[config.mk]
export PLATFORM = sky130hd
export DESIGN_NAME = riscv_dmem_store_buffer
export DESIGN_NICKNAME = d
export VERILOG_FILES = /design/src/rtl/riscv_dmem_store_buffer.sv
export SDC_FILE = /design/constraint.sdc
export NUM_CORES = 1
export LEC_CHECK = 0
export CELL_PAD_IN_SITES_DETAIL_PLACEMENT = 0
export CELL_PAD_IN_SITES_GLOBAL_PLACEMENT = 1
export CORE_ASPECT_RATIO = 1.4
export CORE_UTILIZATION = 45
export DETAILED_ROUTE_END_ITERATION = 8
export PLACE_DENSITY_LB_ADDON = 0.1
export REMOVE_ABC_BUFFERS = 1
export SLEW_MARGIN = 20
export SYNTH_ARGS = -nofsm -noshare
export SYNTH_HDL_FRONTEND = slang
export SYNTH_SLANG_ARGS = --single-unit
[constraint.sdc]
create_clock -name i_clk -period 3.9 [get_ports i_clk]
set_input_delay 0.585 -clock i_clk [delete_from_list [all_inputs] [get_ports i_clk]]
set_output_delay 0.585 -clock i_clk [all_outputs]
set_load 0.005 [all_outputs]
[src/rtl/riscv_dmem_store_buffer.sv]
// Data-memory port for the MEM stage: posted store FIFO drained in order,
// blocking loads, and a load/store address hazard check on pending stores.
module riscv_dmem_store_buffer #(
  parameter int DEPTH = 4,
  parameter int XLEN  = 32
) (
  input  logic            i_clk,
  input  logic            i_rst,
  input  logic            i_core_wr_en,
  input  logic            i_core_rd_en,
  input  logic [XLEN-1:0] i_core_addr,
  input  logic [XLEN-1:0] i_core_wr_data,
  input  logic [3:0]      i_core_byte_sel,
  output logic            o_core_stall,
  output logic [XLEN-1:0] o_core_rd_data,
  output logic            o_sb_empty,
  output logic            o_mem_req_valid,
  input  logic            i_mem_req_ready,
  output logic            o_mem_req_we,
  output logic [XLEN-1:0] o_mem_addr,
  output logic [XLEN-1:0] o_mem_wr_data,
  output logic [3:0]      o_mem_byte_sel,
  input  logic            i_mem_rd_valid,
  input  logic [XLEN-1:0] i_mem_rd_data
);

  localparam int AW = $clog2(DEPTH);
  localparam int CW = AW + 1;
  localparam int TW = XLEN - 2;

  typedef enum logic [2:0] {
    IDLE,
    WR_REQ,
    RD_REQ,
    RD_WAIT,
    RD_DONE
  } state_t;

  state_t state, state_nxt;

  logic [TW-1:0]   ent_tag  [DEPTH];
  logic [XLEN-1:0] ent_data [DEPTH];
  logic [3:0]      ent_sel  [DEPTH];
  logic [DEPTH-1:0] ent_vld;

  logic [AW-1:0] wr_ptr;
  logic [AW-1:0] rd_ptr;
  logic [CW-1:0] count;

  logic full;
  logic push;
  logic pop;
  logic conflict;

  logic            valid_nxt;
  logic            we_nxt;
  logic [XLEN-1:0] addr_nxt;
  logic [XLEN-1:0] wdata_nxt;
  logic [3:0]      sel_nxt;
  logic [XLEN-1:0] rd_data_nxt;

  logic unused_addr_lsb;
  assign unused_addr_lsb = ^i_core_addr[1:0];

  assign full = (count == CW'(DEPTH));
  assign push = i_core_wr_en && (i_core_byte_sel != 4'h0) && !full;
  assign pop  = (state == WR_REQ) && i_mem_req_ready;

  assign o_sb_empty = (count == '0);

  // Empty-mask stores are dropped, so they never wait on a full FIFO
  assign o_core_stall =
    (i_core_wr_en && (i_core_byte_sel != 4'h0) && full) ||
    (i_core_rd_en && (state != RD_DONE));

  always_comb begin
    conflict = 1'b0;
    for (int i = 0; i < DEPTH; i++) begin
      if (ent_vld[i] && (ent_tag[i] == i_core_addr[XLEN-1:2]))
        conflict = 1'b1;
    end
    conflict = conflict && i_core_rd_en;
  end

  always_comb begin
    state_nxt   = state;
    valid_nxt   = o_mem_req_valid;
    we_nxt      = o_mem_req_we;
    addr_nxt    = o_mem_addr;
    wdata_nxt   = o_mem_wr_data;
    sel_nxt     = o_mem_byte_sel;
    rd_data_nxt = o_core_rd_data;
    unique case (state)
      IDLE: begin
        if (i_core_rd_en && !conflict) begin
          state_nxt = RD_REQ;
          valid_nxt = 1'b1;
          we_nxt    = 1'b0;
          addr_nxt  = {i_core_addr[XLEN-1:2], 2'b00};
          wdata_nxt = '0;
          sel_nxt   = 4'hF;
        end else if (count != '0) begin
          state_nxt = WR_REQ;
          valid_nxt = 1'b1;
          we_nxt    = 1'b1;
          addr_nxt  = {ent_tag[rd_ptr], 2'b00};
          wdata_nxt = ent_data[rd_ptr];
          sel_nxt   = ent_sel[rd_ptr];
        end
      end
      WR_REQ: begin
        if (i_mem_req_ready) begin
          state_nxt = IDLE;
          valid_nxt = 1'b0;
        end
      end
      RD_REQ: begin
        if (i_mem_req_ready) begin
          state_nxt = RD_WAIT;
          valid_nxt = 1'b0;
        end
      end
      RD_WAIT: begin
        if (i_mem_rd_valid) begin
          state_nxt   = RD_DONE;
          rd_data_nxt = i_mem_rd_data;
        end
      end
      RD_DONE: state_nxt = IDLE;
      default: state_nxt = IDLE;
    endcase
  end

  always_ff @(posedge i_clk or posedge i_rst) begin
    if (i_rst) begin
      state           <= IDLE;
      o_mem_req_valid <= 1'b0;
      o_mem_req_we    <= 1'b0;
      o_mem_addr      <= '0;
      o_mem_wr_data   <= '0;
      o_mem_byte_sel  <= 4'h0;
      o_core_rd_data  <= '0;
      wr_ptr          <= '0;
      rd_ptr          <= '0;
      count           <= '0;
      ent_vld         <= '0;
    end else begin
      state           <= state_nxt;
      o_mem_req_valid <= valid_nxt;
      o_mem_req_we    <= we_nxt;
      o_mem_addr      <= addr_nxt;
      o_mem_wr_data   <= wdata_nxt;
      o_mem_byte_sel  <= sel_nxt;
      o_core_rd_data  <= rd_data_nxt;
      if (push) begin
        ent_vld[wr_ptr] <= 1'b1;
        wr_ptr          <= wr_ptr + AW'(1);
      end
      if (pop) begin
        ent_vld[rd_ptr] <= 1'b0;
        rd_ptr          <= rd_ptr + AW'(1);
      end
      unique case ({push, pop})
        2'b10:   count <= count + CW'(1);
        2'b01:   count <= count - CW'(1);
        default: count <= count;
      endcase
    end
  end

  // Payload needs no reset: the valid bits gate every use
  always_ff @(posedge i_clk) begin
    if (push) begin
      ent_tag[wr_ptr]  <= i_core_addr[XLEN-1:2];
      ent_data[wr_ptr] <= i_core_wr_data;
      ent_sel[wr_ptr]  <= i_core_byte_sel;
    end
  end

  a_no_wr_rd: assert property (
    @(posedge i_clk) disable iff (i_rst)
    !(i_core_wr_en && i_core_rd_en)
  );

endmodule

==> results.sh <==
export IMPL_run_status="complete, no violations"
export IMPL_portBuffers=205
export IMPL_synth_edf_count=264
export IMPL_max_slew_margin_rel_pct=30.64
export IMPL_layoutNonFillerInstCount=1702
export IMPL_ys_types=38
export IMPL_synth_area_leaders="edfxtp_1, dfrtp_1, mux4_2"
export IMPL_finalCriticalPeriod_ns=2.921
export IMPL_finalSetupViolCount=0
export IMPL_antenna_found_initial=0
export IMPL_ctsResizeCount=0
export IMPL_num_rows=81
export IMPL_power_leakage_nw=7.264
export IMPL_cp_data_required_time_ns=3.31
export IMPL_path_max_fanout=5
export IMPL_avgSynthCellArea_um2=15.93
export IMPL_drc=0
export IMPL_yosysMostFrequentCell="edfxtp_1"
export IMPL_h_tree_depth=2
export IMPL_grt_overflow=0
export IMPL_viasPerCell=5.238
export IMPL_syn_area_mm2=0.01602
export IMPL_dr_pass1_iters=5
export IMPL_seq_area_frac_synth_pct=67.29
export IMPL_clock_sinks=378
export IMPL_dp_slack_ns=0.5215
export IMPL_vias=8915
export IMPL_critical_path_class="in -> out"
export IMPL_fmaxAchievable_mhz=342.4
export IMPL_cts_buffers=39
export IMPL_die_w_um=161.5
export IMPL_grt_start_max_net_pins=56
export IMPL_worstMarginPinSlew_ns=1.039
export IMPL_core_mm2=0.03496
export IMPL_period_share_pct=74.89
export IMPL_synthToLayoutAreaGrowth_pct=24.05
export IMPL_endpoint_kind="primary output"
export IMPL_grt_usage_pct=21.14
export IMPL_start_util_pct=45.82
export IMPL_dominantRegCellSynth="edfxtp_1"
export IMPL_synth_seq_cells=378
export IMPL_timing_hold_worst_class="in -> async"
export IMPL_async_reset_ff_share_pct=30.16
export IMPL_clkSlewWorstSetupHoldPaths_ns=0.06
export IMPL_final_setup_tns_ns=0
export IMPL_ios=210
export IMPL_dp_final_hpwl_um=23830
export IMPL_vdd_drop_max_mv=0.4872
export IMPL_dieArea_mm2=0.03637
export IMPL_dp_cells=1631
export IMPL_drtAntennaViolNets=0
export IMPL_clk_path_buf_depth=3
export IMPL_wirelength_um=37140
export IMPL_synth_top_cell_by_area="edfxtp_1"
export IMPL_slew_violations=0
export IMPL_clk_latency_ns=0.53
export IMPL_gp_congestion=0.7842
export IMPL_nNetsFinal=1332
export IMPL_routedWlPerCell_um=21.82
export IMPL_cap_violations=0
export IMPL_rsz0062_at_grt="no"
export IMPL_grt_pass1_wl_um=57190
export IMPL_cts_tree="built"
export IMPL_skew_ns=0.009790
export IMPL_utilization_pct=56.84
export IMPL_synth_top_area_share_pct=49.48
export IMPL_die_h_um=225.3
export IMPL_cts_hold_buffers=0
export IMPL_timing_final_ws_setup_ns=0.9793
export IMPL_cts_root_buf="clkbuf_16"
export IMPL_antennaDiodeCount=0
export IMPL_synthCells=1006
export IMPL_synth_common_cells="edfxtp_1, dfrtp_1, nand2_1"
export IMPL_hold_violations=0
export IMPL_crit_arrival_ns=2.34
export IMPL_post_cts_repair_setup_buffers=0
export IMPL_drt_iter0_markers=480
export IMPL_p_per_area_mw_per_mm2=717.4
export IMPL_grt_pass1_vias=9325
export IMPL_synth_warning_count=0
export IMPL_start_kind="primary input"
export IMPL_holdWs_ns=0.4356
export IMPL_drive_gt1_share_pct=16.45
==> through the flow <==
step | total power [mW] | instance area, um^2
6_report | 14.26 | 19880
4_1_cts | 14.49 | 19880
5_1_grt | 15.06 | 19880
3_3_place_gp | 10.83 | 18650
3_5_place_dp | 10.89 | 18650
2_1_floorplan | 8.716 | 15590
==> worst max-delay path, stage by stage <==
cell and delay [ns]:
clkdlybuf4s50_1 0.48, o41ai_1 0.53, o21ai_0 0.24, clkdlybuf4s50_1 0.49
==> metal layers <==
| metal | vias to the layer above | wire length [um] | part of all wire, % | GRT usage (%) |
|---|---|---|---|---|
| met2 | 248 | 19000 | 51 | 36.58 |
| met3 | 52 | 1970 | 5.3 | 4.104 |
| li1 | 4121 | - | - | - |
| met5 | - | 0 | 0 | 0 |
| met4 | 0 | 775 | 2.1 | 5.447 |
| met1 | 4494 | 15390 | 41 | 27.23 |
==> state kept, by name, indices dropped and copies added, names as in the netlist <==
| signal | cells |
|---|---|
| ent_tag | 120 |
| o_mem_wr_data | 32 |
| o_mem_byte_sel | 4 |
| ent_data | 128 |
| o_mem_addr | 30 |
| o_mem_req_we | 1 |
| state | 3 |
| ent_sel | 16 |
| wr_ptr | 2 |
| count | 3 |
| o_mem_req_valid | 1 |
| o_core_rd_data | 32 |
| ent_vld | 4 |
| rd_ptr | 2 |
==> logic make-up after synthesis <==
group,after synthesis,synth area share [%]
AOI/OAI and AO/OA,82,5.474
other,1,0.02341
and+or+nand+nor,195,5.756
buffers and inverters,147,4.404
xor gates and xnor gates,126,6.888
DFF,378,67.29
adders and majority gates,10,0.8278
muxes,67,9.340
==> final cells by class <==
class                           instances  area [um^2]
Sequential cell                       378        10790
Fill cell                            2820        15090
Clock inverter                         15        75.07
Tap cell                              456        570.5
Multi-Input combinational cell        482         4561
Timing Repair Buffer                  244         2457
Inverter                               71        271.5
Clock buffer                           56         1152
==> final timing paths <==
kind	start	to	slack, ns	cells after the start
worst max-delay path	i_core_byte_sel[0]	o_core_stall	0.98	4
worst min-delay path	i_rst	o_mem_byte_sel[1]$_DFFE_PP0P_	0.44	2
worst max register to register	state[1]$_DFFE_PP0P_	o_mem_wr_data[10]$_DFFE_PP0P_	1.13	5
worst min register to register	o_core_rd_data[18]$_DFFE_PP0P_	o_core_rd_data[18]$_DFFE_PP0P_	0.47	2
max in group asynchronous	i_rst	o_mem_wr_data[8]$_DFFE_PP0P_	2.73	3
min in group i_clk	o_core_rd_data[18]$_DFFE_PP0P_	o_core_rd_data[18]$_DFFE_PP0P_	0.47	2
==> report_power, final <==
part | switching (mW) | internal [mW]
combinational | 2.17 | 2.48
sequential | 0.652 | 5.40
clock | 1.50 | 2.05
total | 4.32 | 9.94
==> layout by cell type (no fill, tap or decap), drive strengths merged <==
cell	synthesis	layout
xnor2	102	102
inv	71	72
nand4	27	27
o32a	4	4
fa	1	1
conb	1	2
buf	61	39
clkbuf	15	56
o41ai	1	1
mux4	66	66
nor3	32	32
nor4	12	12
nand2b	1	1
ha	9	9
a211oi	1	1
dfrtp	114	114
or3	1	1
mux2i	1	1
a2bb2oi	5	5
nand3	2	2
a21o	1	1
xor2	24	24
a22oi	1	1
a22o	32	32
o21ai	5	5
a21oi	1	1
nor2	9	9
and2	5	5
clkinvlp	0	2
a221oi	31	31
nand4b	1	1
clkinv	0	12
edfxtp	264	264
nand2	105	105
clkdlybuf4s50	0	205
(Power assumes the default switching activity.)
